[config.mk]
export PLATFORM = sky130hd
export DESIGN_NAME = rr_arbiter_8
export DESIGN_NICKNAME = d
export VERILOG_FILES = /design/src/rtl/rr_arbiter_8_pkg.sv /design/src/rtl/decoder_3to8.sv /design/src/rtl/rr_arbiter_8.sv
export SDC_FILE = /design/constraint.sdc
export NUM_CORES = 1
export LEC_CHECK = 0
export ABC_CLOCK_PERIOD_IN_PS = 3850
export CAP_MARGIN = 5
export CORE_UTILIZATION = 31
export CTS_BUF_LIST = sky130_fd_sc_hd__clkbuf_4
export DETAILED_ROUTE_END_ITERATION = 7
export SYNTH_ARGS = -nofsm -noshare
export SYNTH_HDL_FRONTEND = slang
export SYNTH_HIERARCHICAL = 1
export SYNTH_SLANG_ARGS = --single-unit
[constraint.sdc]
create_clock -name clk -period 3.85 [get_ports clk]
set_clock_uncertainty 0.1 [all_clocks]
set_input_delay 0.9625 -clock clk [delete_from_list [all_inputs] [get_ports clk]]
set_output_delay 0.9625 -clock clk [all_outputs]
set_load 0.005 [all_outputs]
[src/rtl/rr_arbiter_8_pkg.sv]
// rtl/rr_arbiter_8_pkg.sv - shared widths, state encoding and rotating priority search
package rr_arbiter_8_pkg;

  localparam int NUM_REQ = 8;
  localparam int IDX_W   = 3;
  localparam int CNT_W   = 8;

  localparam logic [0:0] ST_IDLE = 1'b0;
  localparam logic [0:0] ST_BUSY = 1'b1;

  // Rotate req so ptr lands at bit 0, take the lowest set bit, then undo the rotation.
  function automatic logic [IDX_W-1:0] rr_pick(input logic [NUM_REQ-1:0] req,
                                               input logic [IDX_W-1:0]   ptr);
    logic [2*NUM_REQ-1:0] dbl;
    logic [NUM_REQ-1:0]   rot;
    logic [IDX_W-1:0]     off;
    logic                 found;
    dbl   = {req, req};
    rot   = NUM_REQ'(dbl >> ptr);
    off   = '0;
    found = 1'b0;
    for (int i = 0; i < NUM_REQ; i++) begin
      if (!found && rot[i]) begin
        off   = IDX_W'(i);
        found = 1'b1;
      end
    end
    return ptr + off;
  endfunction

endpackage

[src/rtl/decoder_3to8.sv]
// rtl/decoder_3to8.sv - enable-gated binary to one-hot decoder
module decoder_3to8
  import rr_arbiter_8_pkg::*;
(
  input  logic               en,
  input  logic [IDX_W-1:0]   idx,
  output logic [NUM_REQ-1:0] onehot
);

  always_comb begin
    onehot = '0;
    if (en) begin
      onehot[idx] = 1'b1;
    end
  end

endmodule

[src/rtl/rr_arbiter_8.sv]
// rtl/rr_arbiter_8.sv - 8-way round-robin arbiter with hold limit and mandatory idle gap
module rr_arbiter_8
  import rr_arbiter_8_pkg::*;
#(
  parameter int MAX_HOLD = 16
) (
  input  logic               clk,
  input  logic               rst_n,
  input  logic [NUM_REQ-1:0] req,
  output logic [NUM_REQ-1:0] grant,
  output logic [IDX_W-1:0]   grant_idx,
  output logic               grant_valid,
  output logic [CNT_W-1:0]   busy_cnt
);

  logic [0:0]         state_q, state_d;
  logic [IDX_W-1:0]   ptr_q, ptr_d;
  logic [IDX_W-1:0]   grant_idx_q, grant_idx_d;
  logic [CNT_W-1:0]   busy_cnt_q, busy_cnt_d;
  logic [NUM_REQ-1:0] others;
  logic               release_now;
  logic               timeout_now;

  assign others      = req & ~grant;
  assign release_now = ~req[grant_idx_q];
  assign timeout_now = (busy_cnt_q == CNT_W'(MAX_HOLD - 1)) && (|others);

  always_comb begin
    state_d     = state_q;
    ptr_d       = ptr_q;
    grant_idx_d = grant_idx_q;
    busy_cnt_d  = busy_cnt_q;
    if (state_q == ST_IDLE) begin
      if (|req) begin
        state_d     = ST_BUSY;
        grant_idx_d = rr_pick(req, ptr_q);
        busy_cnt_d  = '0;
      end
    end else begin
      // Release wins over timeout; both give the same next state and pointer.
      if (release_now || timeout_now) begin
        state_d     = ST_IDLE;
        ptr_d       = grant_idx_q + IDX_W'(1);
        grant_idx_d = '0;
        busy_cnt_d  = '0;
      end else if (busy_cnt_q != {CNT_W{1'b1}}) begin
        busy_cnt_d = busy_cnt_q + CNT_W'(1);
      end
    end
  end

  always_ff @(posedge clk) begin
    if (!rst_n) begin
      state_q     <= ST_IDLE;
      ptr_q       <= '0;
      grant_idx_q <= '0;
      busy_cnt_q  <= '0;
    end else begin
      state_q     <= state_d;
      ptr_q       <= ptr_d;
      grant_idx_q <= grant_idx_d;
      busy_cnt_q  <= busy_cnt_d;
    end
  end

  assign grant_valid = (state_q == ST_BUSY);
  assign grant_idx   = grant_idx_q;
  assign busy_cnt    = busy_cnt_q;

  decoder_3to8 u_dec (
    .en     (grant_valid),
    .idx    (grant_idx_q),
    .onehot (grant)
  );

endmodule

==> results.txt, run 1 <==
status = completed
vias in the first global route = 1378
multiplexer area fraction after synthesis = 26.6%
hold crit path type = reg2reg
DP HPWL = 3030 um
Overall Power = 0.612 mW
chip width = 72.1 um
WL met1 = 2020 um
Final Max Tran Viols = 0
Internal = 0.391 mW
critical path launch point = req[4]
# DRC = 0
worst-margin pin slew = 0.520 ns
hold path start = busy_cnt[1]
IO Pins = 30
Psw = 0.221 mW
library cells used by synthesis = 53
core footprint = 4720 sq um
worst path required time = 3.92 ns
Non-Filler Instances = 279
DR top layer = met4
starting density of the core = 32.2%
critical path arrival = 3.70 ns
Synth Register Bits = 15
final WL = 3880 um
clk root buf = clkbuf_4
Sink Count = 15
Tcrit/Tclk final = 94.1%
placed cells = 275
clock power share = 15.1%
Buffers on Ports = 29
Post-Syn Area per Cell = 9.58 sq um
P per Cell Area = 296 nW/um^2
CP max-delay cell = mux4_1
post-synthesis cell count = 159
CP top delay family = multiplexers
GRT Total Usage = 15.8%
post-synthesis cell area = 1520 sq um
GRT Residual Overflow = 0
worst r2r src = ptr_q[1]
CP Cell Sequence = clkdlybuf4s50_1 -> mux4_1 -> mux2i_1 -> nand3_1 -> o31a_1 -> ha_1 -> fa_1 -> xor2_1 -> xnor2_1 -> a22o_1
fmax = 0.276 GHz
clock-pin slew on the worst setup and hold paths = 0.08 ns
syn_nets = 173
Antenna diodes = 0
XOR/XNOR Fraction of Synth Area = 1.73%
P_leak = 0.801 nW
sw frac = 36.1%
MaxCap Viol Count = 0
first-pass GRT wire length = 6680 um
GP Congestion = 0.811
Hold WS = 0.445 ns
DR vias/cell = 5.27
Top FF cell, synth = dfxtp_1
Worst setup SP type = primary input
number of setup buffers added after CTS = 0
CTS buffer count = 3
most common cell after layout, fill and taps aside = clkdlybuf4s50_1
metal3 WL = 109 um
die span in y = 72.1 um
Synth Area in Compound Gates = 17.9%
CTS tree = built
setup violators final = 0
drt pass-1 iters = 4
Skew-Pair Late Insertion Delay = 0.27 ns
DRT iter0 DRCs = 151
RSZ-0062 raised after global routing = false
commonest non-fill, non-tap cells in the layout = 29 x clkdlybuf4s50_1, 25 x buf_4, 15 x mux2i_1, 15 x dfxtp_1, 10 x nand2_1
sequential power share = 34.4%
Rel. slew slack = 65.3%
Post-Synth Adder-Cell Area = 3.78%
VDD IR max = 0.000107 V
largest net degree at the start of global routing = 15
H-tree depth = 1
antenna-violating nets left = 0
Die ar. = 5200 sq um
Fin Setup TNS = 0 ns
number of flops mapped to enable cells by yosys = 0
Worst path max stage delay = 0.53 ns
number of hold buffers added after CTS = 0
synthesis-to-finish area growth = 36.0%
final worst path period need = 3.62 ns
largest family of logic cells by synthesized area = multiplexers
fraction of registers with async set/reset = 0%
CTS resizes = 0
CP Capture Type = flop
initial antenna violation count = 0
final hold vios = 0
Worst Path Max Fanout = 4
Synth Warn # = 6
row count = 25
simple-gate portion of the synthesized area = 24.9%
post-synthesis sequential area ratio = 19.7%
metal2 WL = 1740 um
Critical Setup Path Class = in2reg
deepest clock path buffer count = 2
WP buf/inv = 1
share of layout cells above drive strength 1 = 25.0%
DR WL/cell = 13.9 um
DR vias = 1469
Comb power frac = 50.5%
Layout Nets = 227
[power groups by stage]
stage	Sequential [mW]	Combinational [mW]	Clock, mW
5_1_grt	0.216	0.339	0.105
3_3_place_gp	0.214	0.306	0
4_1_cts	0.211	0.310	0.0964
2_1_floorplan	0.198	0.202	0
6_report	0.210	0.309	0.0926
3_5_place_dp	0.215	0.307	0
[worst min-delay path: cells and delay by family, from the launching register on]
| kind | cells | cell delay [ns] |
|---|---|---|
| AND/OR/NAND/NOR | 1 | 0.07 |
| AO/OA/AOI/OAI | 1 | 0.07 |
| flip-flops | 1 | 0.36 |
[state kept, by name (all words and copies together), names as in the netlist]
| register | flops |
|---|---|
| busy_cnt | 8 |
| grant_idx | 3 |
| grant_valid | 1 |
| ptr_q | 3 |
[path summary, 6_finish.rpt]
check	end	slack (ns)	cells past startpoint
setup / recovery	grant_idx[2]	0.23	10
hold / removal	busy_cnt[1]	0.45	2
setup reg to reg	grant_idx[2]	0.63	11
hold reg to reg	busy_cnt[1]	0.45	2
[metal layers]
layer  vias up  global-route usage [%]
met2        36                    24.1
met3         2                    1.53
met4         0                    2.83
met5         -                       0
li1        736                       -
met1       695                    24.1
[cell type report]
type                            count  area, sq um
Tap cell                           67         83.8
Clock buffer                        4         30.0
Timing Repair Buffer               54          478
Sequential cell                    15          300
Fill cell                         456         2650
Inverter                           10         37.5
Multi-Input combinational cell    129         1140
[cells in the mapped netlist, drive strengths merged (4+ instances only)]
library cell / number / area, sq um
nor2b: 4 / 25.0
mux2: 4 / 45.0
o21ai: 7 / 38.8
nand3: 5 / 25.0
and4b: 4 / 42.5
inv: 10 / 37.5
mux4: 9 / 210
nand2: 11 / 43.8
mux2i: 15 / 150
nor2: 6 / 22.5
nor4: 4 / 31.3
a211oi: 5 / 37.5
and3: 7 / 43.8
dfxtp: 15 / 300
a21oi: 7 / 35.0
nor3: 6 / 30.0
[metrics by stage]
| stage | setup WS (ns) | utilization (%) | cell area (sq um) |
|---|---|---|---|
| after floorplan | 0.531 | - | 1520 |
| after global placement | -0.0320 | 43.2 | 2040 |
| after detailed placement | -0.0810 | 43.2 | 2040 |
| after CTS | 0.214 | 43.8 | 2070 |
| after global routing | 0.0620 | 43.8 | 2070 |
| final | 0.225 | 43.8 | 2070 |
[cell families (layout without fill, tap and decap cells)]
kind of cell | count (synthesis) | in the layout
mux | 28 | 28
compound gates | 35 | 35
simple gates | 59 | 59
fa+ha+maj | 4 | 4
xor+xnor | 3 | 3
buf+inv | 15 | 68
flops | 15 | 15
(Power assumes the default switching activity.)
==> inputs of run 2 (changes only) <==
Settings changed: PLACE_DENSITY set to 0.63.
==> results.txt, run 2 (synthesis gave the netlist of run 1 again) <==
initial antenna violation count = 0 (unchanged)
starting density of the core = 32.2% (unchanged)
hold path start = busy_cnt[1]
GP Congestion = 0.807 (-0.49%)
first-pass GRT wire length = 6420 um (-3.9%)
synthesis-to-finish area growth = 34.8%
DRT iter0 DRCs = 89 (-41%)
Worst Path Max Fanout = 5 (+1)
P_leak = 0.791 nW (-1.3%)
DR vias/cell = 5.35 (+1.7%)
register area = 300 sq um (unchanged)
DR WL/cell = 13.6 um (-2.0%)
max reg flops = 8 (unchanged)
number of setup buffers added after CTS = 0 (unchanged)
worst r2r src = ptr_q[1]
worst path required time = 3.94 ns (+0.02 ns)
most common cell after layout, fill and taps aside = clkdlybuf4s50_1
deepest clock path buffer count = 2 (unchanged)
Sink Count = 15 (unchanged)
filler instances = 448 (-1.8%)
IO Pins = 30 (unchanged)
Tcrit/Tclk final = 94.5% (+0.37 points)
VDD IR max = 0.0000899 V (-16%)
DP HPWL = 2930 um (-3.4%)
Rel. slew slack = 60.2% (-5.1 points)
chip width = 72.1 um (unchanged)
Skew-Pair Late Insertion Delay = 0.29 ns (+0.02 ns)
commonest non-fill, non-tap cells in the layout = 29 x clkdlybuf4s50_1, 23 x buf_4, 15 x mux2i_1, 15 x dfxtp_1, 10 x nand2_1
Overall Power = 0.608 mW (-0.76%)
clock-pin slew on the worst setup and hold paths = 0.10 ns (+0.02 ns)
share of layout cells above drive strength 1 = 24.3% (-0.71 points)
CTS tree = built
CP Capture Type = flop
clk root buf = clkbuf_4
largest net degree at the start of global routing = 15 (unchanged)
CTS resizes = 0 (unchanged)
row count = 25 (unchanged)
Worst setup SP type = primary input
MaxCap Viol Count = 0 (unchanged)
H-tree depth = 1 (unchanged)
drt pass-1 iters = 4 (unchanged)
antenna-violating nets left = 0 (unchanged)
Layout Nets = 225 (-0.88%)
DR vias = 1483 (+0.95%)
critical path launch point = req[2]
core footprint = 4720 sq um (unchanged)
number of hold buffers added after CTS = 0 (unchanged)
final WL = 3780 um (-2.7%)
critical path arrival = 3.73 ns (+0.03 ns)
multi-input combinational cell area = 1140 sq um (unchanged)
P per Cell Area = 296 nW/um^2 (about the same)
RSZ-0062 raised after global routing = false
worst-margin pin slew = 0.597 ns (+0.0763 ns)
GRT Total Usage = 15.1% (-0.63 points)
final worst path period need = 3.64 ns (+0.0141 ns)
# DRC = 0 (unchanged)
vias in the first global route = 1352 (-1.9%)
Critical Setup Path Class = in2reg
die span in y = 72.1 um (unchanged)
Final Max Tran Viols = 0 (unchanged)
status = completed
hold crit path type = reg2reg
GRT Residual Overflow = 0 (unchanged)
Buffers on Ports = 29 (unchanged)
fmax = 0.275 GHz (-0.39%)
CTS buffer count = 3 (unchanged)
Die ar. = 5200 sq um (unchanged)
utilization after layout = 43.5% (-0.37 points)
final hold vios = 0 (unchanged)
setup violators final = 0 (unchanged)
Antenna diodes = 0 (unchanged)
run 2: changes by cell type in the layout (fill, tap and decap cells not counted), sizes merged:
cell    previous run  this run
buf               25        23
clkbuf             4         3
clkinv             0         1
run 2: worst max-delay path, stage by stage:
cell	delay, ns
clkdlybuf4s50_1	0.48
mux2i_1	0.36
mux2i_1	0.15
o32ai_2	0.27
nand3_1	0.14
o31a_1	0.32
ha_1	0.19
fa_1	0.37
xor2_1	0.16
xnor2_1	0.13
a22o_1	0.19
run 2: metrics by stage:
stage	area (sq um)	hold slack [ns]	setup TNS [ns]	worst slack, ns	std cells
4_1_cts	2050	0.456	0	0.245	277
3_3_place_gp	2030	0.435	-0.0936	-0.0936	273
3_5_place_dp	2030	0.438	-0.0687	-0.0687	273
6_report	2050	0.459	0	0.211	277
5_1_grt	2050	0.486	0	0.118	277
2_1_floorplan	1520	0.412	0	0.531	159
run 2: worst paths after layout:
check	slack, ns	end	depth (start not counted)
worst max-delay path	0.21	grant_idx[2]	11
worst min-delay path	0.46	busy_cnt[1]	2
worst max register to register	0.55	grant_idx[2]	9
worst min register to register	0.46	busy_cnt[1]	2
run 2: cell type report:
cell class                      instances  share of cell area [%]
Multi-Input combinational cell        129                    55.6
Timing Repair Buffer                   52                    22.5
Sequential cell                        15                    14.6
Tap cell                               67                    4.08
Inverter                               10                    1.83
Clock buffer                            3                    1.10
Clock inverter                          1                   0.244
run 2: metal layers:
| layer | vias up | track usage [%] | part of all wire [%] |
|---|---|---|---|
| met3 | 2 | 2.50 | 4.8 |
| li1 | 730 | - | - |
| met2 | 43 | 23.4 | 44 |
| met5 | - | 0 | 0 |
| met1 | 708 | 22.3 | 51 |
| met4 | 0 | 2.83 | 0.42 |
run 2: power breakdown:
part	leakage [nW]	switching, mW	internal [mW]
registers	0.122	0.0408	0.169
logic	0.651	0.132	0.172
clock network	0.0177	0.0542	0.0386
